<file path="src/rtl/gate_array_pkg.sv">
// Shared definitions for the parametrised gate package model.
//   FUNC_*       : logic function selectors for gate_array_n / gate_channel
//   MAX_INPUTS   : widest gate supported (inputs per gate)
//   MAX_DELAY    : longest gate latency in clk cycles
//   gate_eval()  : evaluates one gate over the low n bits of 'bits'
package gate_array_pkg;

  localparam int unsigned FUNC_NOR  = 0;
  localparam int unsigned FUNC_NAND = 1;
  localparam int unsigned FUNC_OR   = 2;
  localparam int unsigned FUNC_AND  = 3;
  localparam int unsigned FUNC_XOR  = 4;
  localparam int unsigned FUNC_XNOR = 5;

  localparam int unsigned MAX_INPUTS  = 8;
  localparam int unsigned MAX_DELAY   = 15;
  localparam int unsigned MAX_CHANNELS = 16;

  // Bits at or above n are masked off so callers may zero-extend freely.
  function automatic logic gate_eval(input int unsigned func,
                                     input logic [MAX_INPUTS-1:0] bits,
                                     input int unsigned n);
    logic [MAX_INPUTS-1:0] mask;
    logic                  all_ones;
    logic                  any_one;
    logic                  parity;
    logic                  res;
    mask     = {MAX_INPUTS{1'b1}} >> (MAX_INPUTS - n);
    all_ones = &(bits | ~mask);
    any_one  = |(bits & mask);
    parity   = ^(bits & mask);
    case (func)
      FUNC_NOR:  res = ~any_one;
      FUNC_NAND: res = ~all_ones;
      FUNC_OR:   res = any_one;
      FUNC_AND:  res = all_ones;
      FUNC_XOR:  res = parity;
      FUNC_XNOR: res = ~parity;
      default:   res = 1'b0;
    endcase
    return res;
  endfunction

endpackage

</file>
<file path="src/rtl/gate_channel.sv">
// One gate of the package: logic function, clocked delay (transport pipeline
// or inertial filter), change strobe and sticky glitch flag.
//   clk, rst   : clock, asynchronous active-low reset
//   a          : this gate's INPUTS input bits
//   clr_flags  : synchronous clear of glitch (a same-edge swallow wins)
//   y          : gate output, forced to IC_BIT during reset
//   y_chg      : high for the cycle after an edge at which y toggled
//   glitch     : sticky, inertial filter swallowed a pulse
module gate_channel
  import gate_array_pkg::*;
#(
  parameter int unsigned FUNC         = FUNC_NOR,
  parameter int unsigned INPUTS       = 2,
  parameter int unsigned DELAY_CYCLES = 1,
  parameter int unsigned INERTIAL     = 0,
  parameter logic        IC_BIT       = 1'b0
) (
  input  logic              clk,
  input  logic              rst,
  input  logic [INPUTS-1:0] a,
  input  logic              clr_flags,
  output logic              y,
  output logic              y_chg,
  output logic              glitch
);

  logic f_c;
  logic y_nxt_c;
  logic glitch_set_c;

  assign f_c = gate_eval(FUNC, MAX_INPUTS'(a), INPUTS);

  if (INERTIAL == 0 && DELAY_CYCLES > 1) begin : g_transport
    // Stages ahead of y; the output flop itself is the last stage.
    logic [DELAY_CYCLES-2:0] pipe;
    logic [DELAY_CYCLES-1:0] line_c;

    assign line_c       = {pipe, f_c};
    assign y_nxt_c      = line_c[DELAY_CYCLES-1];
    assign glitch_set_c = 1'b0;

    always_ff @(posedge clk or negedge rst) begin
      if (!rst) begin
        pipe <= {(DELAY_CYCLES-1){IC_BIT}};
      end else begin
        pipe <= line_c[DELAY_CYCLES-2:0];
      end
    end
  end else if (INERTIAL != 0 && DELAY_CYCLES > 1) begin : g_inertial
    localparam int unsigned    CNT_W    = $clog2(DELAY_CYCLES) + 1;
    localparam logic [CNT_W-1:0] CNT_LAST = CNT_W'(DELAY_CYCLES - 1);

    logic [CNT_W-1:0] cnt;
    logic [CNT_W-1:0] cnt_nxt_c;

    // Count consecutive edges with f != y; a run that ends early is a glitch.
    always_comb begin
      cnt_nxt_c    = '0;
      y_nxt_c      = y;
      glitch_set_c = 1'b0;
      if (f_c == y) begin
        glitch_set_c = (cnt != '0);
      end else if (cnt == CNT_LAST) begin
        y_nxt_c = f_c;
      end else begin
        cnt_nxt_c = cnt + CNT_W'(1);
      end
    end

    always_ff @(posedge clk or negedge rst) begin
      if (!rst) begin
        cnt <= '0;
      end else begin
        cnt <= cnt_nxt_c;
      end
    end
  end else begin : g_direct
    // Single-cycle latency: both modes collapse to one register.
    assign y_nxt_c      = f_c;
    assign glitch_set_c = 1'b0;
  end

  // Output, change strobe and sticky flag registers.
  always_ff @(posedge clk or negedge rst) begin
    if (!rst) begin
      y      <= IC_BIT;
      y_chg  <= 1'b0;
      glitch <= 1'b0;
    end else begin
      y      <= y_nxt_c;
      y_chg  <= y_nxt_c ^ y;
      glitch <= glitch_set_c | (glitch & ~clr_flags);
    end
  end

endmodule

</file>
<file path="src/rtl/gate_array_n.sv">
// Package of CHANNELS identical K-input gates with clocked delay.
//   clk, rst   : clock, asynchronous active-low reset
//   vcc, gnd   : power pins, present for pin-compatible wiring only
//   a          : gate inputs, channel i on a[i*INPUTS +: INPUTS]
//   clr_flags  : synchronous clear of all glitch flags
//   y          : gate outputs (IC during reset)
//   y_chg      : per-channel one-cycle change strobe
//   glitch     : per-channel sticky swallowed-pulse flag
module gate_array_n
  import gate_array_pkg::*;
#(
  parameter int unsigned         CHANNELS     = 4,
  parameter int unsigned         INPUTS       = 2,
  parameter int unsigned         FUNC         = FUNC_NOR,
  parameter int unsigned         DELAY_CYCLES = 1,
  parameter int unsigned         INERTIAL     = 0,
  parameter logic [CHANNELS-1:0] IC           = '0
) (
  input  logic                         clk,
  input  logic                         rst,
  input  logic                         vcc,
  input  logic                         gnd,
  input  logic [CHANNELS*INPUTS-1:0]   a,
  input  logic                         clr_flags,
  output logic [CHANNELS-1:0]          y,
  output logic [CHANNELS-1:0]          y_chg,
  output logic [CHANNELS-1:0]          glitch
);

  // Power pins carry no function.
  logic unused_pins;
  assign unused_pins = vcc ^ gnd;

  // Parameter legality.
  if (CHANNELS == 0 || CHANNELS > MAX_CHANNELS) begin : g_bad_channels
    $error("gate_array_n: CHANNELS=%0d outside 1..%0d", CHANNELS, MAX_CHANNELS);
  end
  if (INPUTS == 0 || INPUTS > MAX_INPUTS) begin : g_bad_inputs
    $error("gate_array_n: INPUTS=%0d outside 1..%0d", INPUTS, MAX_INPUTS);
  end
  if (FUNC > FUNC_XNOR) begin : g_bad_func
    $error("gate_array_n: FUNC=%0d is not a legal gate function", FUNC);
  end
  if (DELAY_CYCLES == 0 || DELAY_CYCLES > MAX_DELAY) begin : g_bad_delay
    $error("gate_array_n: DELAY_CYCLES=%0d outside 1..%0d", DELAY_CYCLES, MAX_DELAY);
  end
  if (INERTIAL > 1) begin : g_bad_inertial
    $error("gate_array_n: INERTIAL=%0d must be 0 or 1", INERTIAL);
  end

  for (genvar i = 0; i < CHANNELS; i++) begin : g_ch
    gate_channel #(
      .FUNC         (FUNC),
      .INPUTS       (INPUTS),
      .DELAY_CYCLES (DELAY_CYCLES),
      .INERTIAL     (INERTIAL),
      .IC_BIT       (IC[i])
    ) u_ch (
      .clk       (clk),
      .rst       (rst),
      .a         (a[i*INPUTS +: INPUTS]),
      .clr_flags (clr_flags),
      .y         (y[i]),
      .y_chg     (y_chg[i]),
      .glitch    (glitch[i])
    );
  end

endmodule

</file>
<file path="config.mk">
export PLATFORM = sky130hd
export DESIGN_NAME = gate_array_n
export DESIGN_NICKNAME = d
export VERILOG_FILES = /design/src/rtl/gate_array_pkg.sv /design/src/rtl/gate_channel.sv /design/src/rtl/gate_array_n.sv
export SDC_FILE = /design/constraint.sdc
export NUM_CORES = 1
export LEC_CHECK = 0
export CORE_MARGIN = 2
export CORE_UTILIZATION = 35
export DETAILED_ROUTE_END_ITERATION = 8
export PLACE_DENSITY = 0.74
export RECOVER_POWER = 25
export SETUP_SLACK_MARGIN = 0.4
export SYNTH_ARGS = -nofsm -noshare
export SYNTH_HDL_FRONTEND = slang
export SYNTH_SLANG_ARGS = --single-unit
</file>
<file path="constraint.sdc">
create_clock -name clk -period 1.1 [get_ports clk]
set_clock_uncertainty 0.1 [all_clocks]
set_input_delay 0.165 -clock clk [delete_from_list [all_inputs] [get_ports clk]]
set_output_delay 0.165 -clock clk [all_outputs]
set_load 0.03 [all_outputs]
</file>
==> flow_summary_export.csv <==
group,metric,value,unit
layout,instances_no_fill,74,
die,core_area,0.00128,mm2
worst_hold_path,hp-class,"in2reg",
clock_network,clock-sinks,12,
detailed_routing,via_count,300,
sta,maxSlewHeadroom,58.7,%
detailed_routing,detail-route-antenna-nets,0,
synthesis,ys_seq_elements,12,
layout,layout.nets,73,
detailed_routing,drt_iter0_drc,0,
critical_path,cp.arrival,0.82,ns
die,die_y,40.9,um
sta,rsz0062_at_grt,"yes",
critical_path,cp-end-kind,"primary output",
die,die_x,40.9,um
global_routing,grt_max_degree,13,
layout,area_delta_synth_final,61.6,%
critical_path,cp_max_fo,2,
sta,drv_slew,0,
clock_network,clkLatencyLatePin,0.26,ns
synthesis,synth_nets,49,
status,status,"completed",
clock_network,clk_pin_slew_worst_paths,0.07,ns
sta,finalSetupViolations,0,
global_routing,grt_pass1_wl,959,um
global_routing,grt_usage,9.69,%
sta,timing.fmax,0.921,GHz
clock_network,cts_tree,"built",
die,row_count,13,
critical_path,cpPeakStageDelay,0.41,ns
sta,timing.final.crit_share,98.7,%
critical_path,cp_cell_sequence,"buf_6",
critical_path,path_class,"reg2out",
place,dp_cells,62,
synthesis,synth_compound_area_share,0,%
critical_path,cp-start-kind,"register",
sta,tightest_slew,0.619,ns
synthesis,muxShareOfSynthArea,0,%
power_and_ir_drop,powerDensity,1300,mW/mm2
synthesis,yosys.area_share.simple,10.5,%
power_and_ir_drop,irDropWorstVdd,0.869,mV
synthesis,ys.warnings.count,0,
sta,finalHoldViolations,0,
layout,drive_above_1_share,49.2,%
critical_path,cp_slowest_cell,"dfrtp_1",
place,portBuffers,22,
layout,n_antenna_cell,0,
synthesis,synth_xor_area_share,7.37,%
detailed_routing,drtPass1Iterations,1,
place,gp_congestion,0.518,
power_and_ir_drop,cellLeakagePower,0.389,nW
place,dp_slack,0.0435,ns
synthesis,synthesis.instances,36,
critical_path,path_buf_inv,1,
die,start_util,37.0,%
global_routing,antenna_found_initial,0,
global_routing,grt_pass1_vias,234,
layout,multi_input_area,92.6,um2
synthesis,syn_avg_cell_area,13.2,um2
synthesis,synth_fa_ha_area_share,0,%
clock_network,holdBufCountCts,0,
critical_path,crit_family,"flip-flops",
die,num_io_pins,25,
layout,regArea,300,um2
global_routing,grt_overflow_total,0,
sta,postLayoutSetupSlackWorst,0.0138,ns
synthesis,syn_area,475,um2
sta,min_period,1.09,ns
detailed_routing,wl_per_cell,9.30,um
detailed_routing,via_per_inst,4.05,
sta,setup_tns,0,ns
synthesis,synth.distinct_cells,5,
clock_network,cts_root_buffer,"clkbuf_4",
layout,final_util,59.8,%
detailed_routing,drc,0,
layout,num-fill-cells,110,
die,dieArea,0.00167,mm2
clock_network,htreeDepth,1,
clock_network,cts.path.max_buffers,2,
critical_path,required,0.83,ns
synthesis,seq_area_frac_synth,63.2,%
synthesis,synth_top_family_by_area,"buffers and inverters",
flow_run,cap_violations,0,
detailed_routing,drt_wl_total,688,um
clock_network,cts_buffers,3,
-- flip-flops by register name (all words and copies together), names as in the netlist --
name / count
g_ch.u_ch.glitch: 4
g_ch.u_ch.y: 4
g_ch.u_ch.y_chg: 4
-- cells in the final DEF, fill, tap and decap left out --
master and instances:
xor2_1 4, buf_4 3, clkbuf_1 1, clkdlybuf4s50_1 9, nor2b_1 3, clkbuf_8 1
clkbuf_4 3, nor2_2 4, nor2b_4 1, dlymetal6s2s_1 1, buf_6 17, dfrtp_1 12
-- cell usage after synthesis --
library cell | instances | area (um2)
buf_4 | 12 | 90.1
dfrtp_1 | 12 | 300
nor2_2 | 4 | 25.0
nor2b_1 | 4 | 25.0
xor2_1 | 4 | 35.0
-- logic make-up after synthesis --
group / after synthesis
xor gates and xnor gates: 4
buffers and inverters: 12
DFF: 12
and+or+nand+nor: 8
-- where the power goes --
| group | switching (mW) | internal [mW] |
|---|---|---|
| combinational | 0.0858 | 0.103 |
| clock | 0.129 | 0.201 |
| sequential | 0.0134 | 0.463 |
-- routing by layer --
layer / track usage [%] / share of wire [%] / vias to the layer above
li1: - / - / 147
met1: 10.2 / 34 / 140
met2: 15.6 / 58 / 13
met3: 4.89 / 7.7 / 0
met4: 5.00 / 0 / 0
met5: 0 / 0 / -
-- cell type report --
cell class	count	share of cell area [%]
well taps	15	2.44
flip-flops and latches	12	39.1
multi-input cells	12	12.1
clock buffers	4	4.72
repair buffers	31	41.7
-- metrics by stage --
| stage | hold slack, ns | instance area [um2] | total power, mW |
|---|---|---|---|
| finish | 0.0792 | 768 | 0.995 |
| CTS | 0.120 | 713 | 0.998 |
| global placement | 0.349 | 602 | 0.630 |
| global route | 0.0672 | 768 | 1.06 |
| floorplan | -0.231 | 520 | 0.594 |
| detailed placement | 0.355 | 602 | 0.632 |
-- repair_timing --
item / CTS / global route
endpoints found under the setup margin: 20 / 20
pin swaps: 0 / 0
setup buffers: 4 / 4
gates cloned: 0 / 0
resized for setup: 12 / 7
-- final timing paths --
check | start | end | slack, ns | cells past startpoint
hold reg to reg | g_ch[3].u_ch.glitch | g_ch[3].u_ch.glitch | 0.42 | 1
setup reg to reg | g_ch[1].u_ch.y | g_ch[1].u_ch.y_chg | 0.11 | 3
max in group asynchronous | rst | g_ch[1].u_ch.y | 0.22 | 2
min in group asynchronous | rst | g_ch[2].u_ch.y | 0.28 | 2
hold / removal | clr_flags | g_ch[1].u_ch.glitch | 0.08 | 2
setup / recovery | g_ch[2].u_ch.y | y[2] | 0.01 | 1
Note: power is estimated with default switching activity, not from simulation.
